===== config.mk =====
export PLATFORM = sky130hd
export DESIGN_NAME = adc_poly_eval
export DESIGN_NICKNAME = d
export VERILOG_FILES = /design/src/rtl/adc_poly_pkg.sv /design/src/rtl/poly_mac_sat.sv /design/src/rtl/adc_poly_eval.sv
export SDC_FILE = /design/constraint.sdc
export NUM_CORES = 1
export LEC_CHECK = 0
export BUFFER_PORTS_ARGS = -buffer_cell sky130_fd_sc_hd__buf_2
export CAP_MARGIN = 20
export CORE_MARGIN = 10
export CORE_UTILIZATION = 35
export CTS_CLUSTER_DIAMETER = 30
export DETAILED_ROUTE_END_ITERATION = 7
export GPL_ROUTABILITY_DRIVEN = 0
export SYNTH_ARGS = -nofsm -noshare
export SYNTH_HDL_FRONTEND = slang
export SYNTH_SLANG_ARGS = --single-unit
export TNS_END_PERCENT = 1

===== constraint.sdc =====
create_clock -name clk -period 7.27 [get_ports clk]
set_input_delay 0.3635 -clock clk [delete_from_list [all_inputs] [get_ports clk]]
set_output_delay 0.3635 -clock clk [all_outputs]
set_load 0.02 [all_outputs]

===== src/rtl/adc_poly_pkg.sv =====
// Shared constants, section encodings and FSM states for the ADC polynomial
// linearisation path.
package adc_poly_pkg;

  localparam int POLY_ORDER = 10;
  localparam int NUM_COEFF  = POLY_ORDER + 1;
  localparam int COEFF_W    = 32;
  localparam int COEFF_FRAC = 24;

  typedef enum logic [1:0] {
    SEC1 = 2'b00,
    SEC2 = 2'b01,
    SEC3 = 2'b10,
    SEC4 = 2'b11
  } sec_e;

  typedef enum logic [1:0] {
    IDLE,
    LOAD,
    ITER,
    DONE
  } state_e;

  localparam logic signed [COEFF_W-1:0] MAX_POS = {1'b0, {(COEFF_W-1){1'b1}}};
  localparam logic signed [COEFF_W-1:0] MAX_NEG = {1'b1, {(COEFF_W-1){1'b0}}};

endpackage


===== src/rtl/poly_mac_sat.sv =====
// Combinational Horner step: sat(((acc * x) >>> (ADC_W-1)) + coeff), with an
// overflow flag. Shared by the correction stages.
module poly_mac_sat #(
  parameter int ADC_W   = 12,
  parameter int COEFF_W = 32
) (
  input  logic [COEFF_W-1:0] acc,
  input  logic [ADC_W-1:0]   x,
  input  logic [COEFF_W-1:0] coeff,
  output logic [COEFF_W-1:0] result,
  output logic               ovf
);

  localparam int PW = COEFF_W + ADC_W;
  localparam int SW = PW + 1;
  localparam logic signed [SW-1:0] SUM_MAX = SW'({1'b0, {(COEFF_W-1){1'b1}}});
  localparam logic signed [SW-1:0] SUM_MIN = ~SUM_MAX;

  logic signed [PW-1:0] acc_ext;
  logic signed [PW-1:0] x_ext;
  logic signed [PW-1:0] prod;
  logic signed [PW-1:0] shifted;
  logic signed [SW-1:0] sum;

  always_comb begin
    acc_ext = PW'($signed(acc));
    x_ext   = PW'($signed(x));
    prod    = acc_ext * x_ext;
    shifted = prod >>> (ADC_W - 1);
    sum     = SW'(shifted) + SW'($signed(coeff));
    result  = sum[COEFF_W-1:0];
    ovf     = 1'b0;
    if (sum > SUM_MAX) begin
      result = SUM_MAX[COEFF_W-1:0];
      ovf    = 1'b1;
    end else if (sum < SUM_MIN) begin
      result = SUM_MIN[COEFF_W-1:0];
      ovf    = 1'b1;
    end
  end

endmodule


===== src/rtl/adc_poly_eval.sv =====
// Sequential degree-10 Horner evaluator with valid/ready handshakes.
// Define ADC_POLY_SAT_FLAG_EN to add the sat_o saturation-seen output.
module adc_poly_eval
  import adc_poly_pkg::*;
#(
  parameter int ADC_W      = 12,
  parameter int COEFF_W    = adc_poly_pkg::COEFF_W,
  parameter int COEFF_FRAC = adc_poly_pkg::COEFF_FRAC
) (
  input  logic               clk,
  input  logic               rst_n,
  input  logic               in_valid,
  output logic               in_ready,
  input  logic [ADC_W-1:0]   in_sample,
  input  logic [1:0]         in_section,
  output logic [1:0]         sec_o,
  input  logic [COEFF_W-1:0] coeff0_i,
  input  logic [COEFF_W-1:0] coeff1_i,
  input  logic [COEFF_W-1:0] coeff2_i,
  input  logic [COEFF_W-1:0] coeff3_i,
  input  logic [COEFF_W-1:0] coeff4_i,
  input  logic [COEFF_W-1:0] coeff5_i,
  input  logic [COEFF_W-1:0] coeff6_i,
  input  logic [COEFF_W-1:0] coeff7_i,
  input  logic [COEFF_W-1:0] coeff8_i,
  input  logic [COEFF_W-1:0] coeff9_i,
  input  logic [COEFF_W-1:0] coeff10_i,
  output logic               out_valid,
  input  logic               out_ready,
  output logic [COEFF_W-1:0] out_data
`ifdef ADC_POLY_SAT_FLAG_EN
  ,
  output logic               sat_o
`endif
);

  localparam int KW = $clog2(NUM_COEFF);
  localparam logic [KW-1:0] K_LAST = KW'(POLY_ORDER);

  if (COEFF_FRAC >= COEFF_W) begin : g_frac_check
    $error("COEFF_FRAC must be smaller than COEFF_W");
  end

  state_e               state, state_nxt;
  logic [KW-1:0]        k;
  logic [COEFF_W-1:0]   acc;
  logic [ADC_W-1:0]     x_r;
  logic [COEFF_W-1:0]   coeff_k;
  logic [COEFF_W-1:0]   mac_res;
  logic                 mac_ovf;
  logic                 accept;

  always_comb begin
    coeff_k = '0;
    case (k)
      KW'(1):  coeff_k = coeff1_i;
      KW'(2):  coeff_k = coeff2_i;
      KW'(3):  coeff_k = coeff3_i;
      KW'(4):  coeff_k = coeff4_i;
      KW'(5):  coeff_k = coeff5_i;
      KW'(6):  coeff_k = coeff6_i;
      KW'(7):  coeff_k = coeff7_i;
      KW'(8):  coeff_k = coeff8_i;
      KW'(9):  coeff_k = coeff9_i;
      KW'(10): coeff_k = coeff10_i;
      default: coeff_k = '0;
    endcase
  end

  poly_mac_sat #(
    .ADC_W   (ADC_W),
    .COEFF_W (COEFF_W)
  ) u_mac (
    .acc    (acc),
    .x      (x_r),
    .coeff  (coeff_k),
    .result (mac_res),
    .ovf    (mac_ovf)
  );

  // in_ready follows out_ready only in DONE so a waiting sample can enter on
  // the same edge the result is taken.
  always_comb begin
    state_nxt = state;
    in_ready  = 1'b0;
    accept    = 1'b0;
    unique case (state)
      IDLE: begin
        in_ready = 1'b1;
        if (in_valid) begin
          accept    = 1'b1;
          state_nxt = LOAD;
        end
      end
      LOAD: state_nxt = ITER;
      ITER: if (k == K_LAST) state_nxt = DONE;
      DONE: begin
        in_ready = out_ready;
        if (out_ready) begin
          if (in_valid) begin
            accept    = 1'b1;
            state_nxt = LOAD;
          end else begin
            state_nxt = IDLE;
          end
        end
      end
      default: state_nxt = IDLE;
    endcase
  end

  assign out_valid = (state == DONE);

  always_ff @(posedge clk or negedge rst_n) begin
    if (!rst_n) begin
      state    <= IDLE;
      k        <= '0;
      acc      <= '0;
      x_r      <= '0;
      sec_o    <= '0;
      out_data <= '0;
    end else begin
      state <= state_nxt;
      if (accept) begin
        x_r   <= in_sample;
        sec_o <= in_section;
      end
      case (state)
        LOAD: begin
          acc <= coeff0_i;
          k   <= KW'(1);
        end
        ITER: begin
          acc <= mac_res;
          k   <= k + KW'(1);
          if (k == K_LAST) out_data <= mac_res;
        end
        default: ;
      endcase
    end
  end

`ifdef ADC_POLY_SAT_FLAG_EN
  always_ff @(posedge clk or negedge rst_n) begin
    if (!rst_n) begin
      sat_o <= 1'b0;
    end else if (accept) begin
      sat_o <= 1'b0;
    end else if (state == ITER && mac_ovf) begin
      sat_o <= 1'b1;
    end
  end
`else
  logic unused_ovf;
  assign unused_ovf = mac_ovf;
`endif

endmodule

==> metrics <==
status=finished with violations; violated checks=setup timing; TritonCTS Buffers=9; Max transition margin=0.251; vias in the first global route=roughly 21000; First-pass DRT Iterations=5; # port buffers=405; worst-path fanout max=6; Fin Setup TNS=-35.34 ns; reg2reg path depth=33; Rows=86; fillers=approximately 5300; total gr overflow=0; CTS tree=built; HPWL Detailed=72600 µm; Via-to-Cell Ratio=around 5.3; first-pass GRT wire length=about 130000 µm; CP bufs+invs=7; DRC violations left=0; dpl ws=-1.01 ns; commonest non-fill, non-tap cells in the layout=buf_2, inv_1, buf_4, fa_1, nand2_1; Critical Path AT=8.14 ns; RSZ-0062 raised after global routing=true; clk buf depth=2; largest net degree at the start of global routing=56; Syn Nets=~3000; share of cells above drive strength 1=0.324; Min Hold Slack=between 0.2 and 0.25 ns; Seq/Total Area, Yosys=0.109; Setup WS post-layout=-0.610 ns; post-synthesis async set-or-reset flop share=1.00; required time of the critical path=roughly 7.5 ns; Worst-path clk slew=approximately 0.070 ns; hold crit path type=input port to flip-flop; GRT Util Overall=0.258; routed len/inst=roughly 24 µm; clk_lat worst skew=between 0.3 and 0.4 ns; Ys Warns=0; CP peak stage delay=0.63 ns; register bit total from synthesis=84; Post-Syn Area=a little under 0.02 mm²; WHS Path Cells=3; clk sinks=between 80 and 90; routed wire length=85100 µm; commonest non-fill, non-tap cell in the layout=buf_2; Netlist cell types=71; Worst-Margin Slew=around 1.1 ns; CP most frequent cell=fa_1; dominant synthesized flop cell=dfrtp_1; Vert. Die Dim=255 µm; final core utilization=0.469; Final Max Slew Viols=0; clock root cell=clkbuf_16; maxcap violations=0; Initial Utilization=0.352; Area growth, synth to finish=33.2%; fin crit period=around 8 ns; Slowest-stage cell, CP=fa_1; multi-input logic area=0.0157 mm²; Die Span X=about 260 µm; register area=~0.0021 mm²; Hold Vio Cnt, Final=0; ANT nets after route=0; Crit. path cell count=33; period utilisation layout=1.08; worst clock skew=0.0152 ns; final setup violation count=64; initial antenna violation count=12; Nets=between 3000 and 4000; Post-Syn Area per Cell=roughly 8.6 µm²; Crit Path Class=flip-flop to flip-flop; Max Freq=around 130 MHz; cell family with most CP delay=adder cells; Via Count=19100; CP Launch Type=flip-flop; H-Tree Level Count=3; Cells after Synth=2246; Post-synth EDFFs=0; CP Capture Type=flip-flop; IO Count=~410; full die area=between 0.06 and 0.07 mm²; 1st-iter DRT viols=~1300; core area=approximately 0.055 mm²
[registers in the layout, indices dropped and copies added (netlist names)]
register / count
state: 2
out_data: 32
sec_o: 2
k: 4
acc: 32
x_r: 12
[worst min-delay path: cells and delay by family]
kind	cells	cell delay, ns
and+or+nand+nor	1	0.04
buffers and inverters	1	0.08
AOI/OAI and AO/OA	1	0.06
[synth_stat cells (all sizes together) (40+ instances only)]
cell type  number  share of area
a21oi         124          0.033
a22oi          95          0.037
and2          103          0.033
clkbuf        123          0.024
dfrtp          84           0.11
fa            337           0.35
ha            128          0.083
inv           393          0.076
nand2         305          0.059
nor2           88          0.017
o21ai          61          0.017
xnor2          40          0.018
[routing by layer]
layer | global-route usage | routed length (µm) | up-vias
met5 | 0 | 13 | -
met4 | 0.191 | 7130 | 2
met3 | 0.0570 | 6160 | 168
met2 | 0.419 | 40000 | 804
met1 | 0.297 | 31800 | 9501
li1 | - | - | 8606
[worst paths after layout]
kind | start | endpoint | slack (ns)
worst min-delay path | in_sample[11] | x_r[11]$_DFFE_PN0P_ | 0.21
worst min register to register | out_data[0]$_DFFE_PN0P_ | out_data[0]$_DFFE_PN0P_ | 0.50
max in group asynchronous | rst_n | x_r[8]$_DFFE_PN0P_ | 5.56
worst max register to register | x_r[8]$_DFFE_PN0P_ | out_data[9]$_DFFE_PN0P_ | -0.61
worst max-delay path | x_r[8]$_DFFE_PN0P_ | out_data[9]$_DFFE_PN0P_ | -0.61
min in group asynchronous | rst_n | out_data[1]$_DFFE_PN0P_ | 0.45
[stage by stage]
stage | instance area [µm²] | std cells
2_1_floorplan | 19500 | 2246
3_3_place_gp | 24500 | 3555
3_5_place_dp | 24500 | 3555
4_1_cts | 25000 | 3579
5_1_grt | 25700 | 3615
6_report | 25800 | 3620
[kinds of logic (layout without fill, tap and decap cells)]
family / after synthesis / after routing / share of synthesized area
fa+ha+maj: 465 / 465 / 0.432
buf+inv: 532 / 1191 / 0.106
xor+xnor: 61 / 61 / 0.0276
mux: 17 / 17 / 0.00977
flops: 84 / 84 / 0.109
simple gates: 608 / 608 / 0.146
other cells: 0 / 11 / 0
compound gates: 479 / 479 / 0.171
[area by class of cell]
cell class / instances / share of cell area
Timing Repair Buffer: 782 / 0.203
Clock inverter: 7 / 0.00432
Tap cell: 704 / 0.0342
Multi-Input combinational cell: 1630 / 0.608
Clock buffer: 9 / 0.00874
Inverter: 393 / 0.0574
Antenna cell: 11 / 0.00107
Sequential cell: 84 / 0.0828
[what timing repair did]
item	4_1_cts	5_1_grt
hold buffers	1	0
pin swaps	6	55
resized for setup	49	96
cloned	1	4
endpoints found under the hold margin	29	0
endpoints found under the setup margin	64	64
buffers inserted	6	26
Power is left out: the tool's default activity adds up to more than one toggle a clock period on the data nets, which glitch-free logic cannot reach.
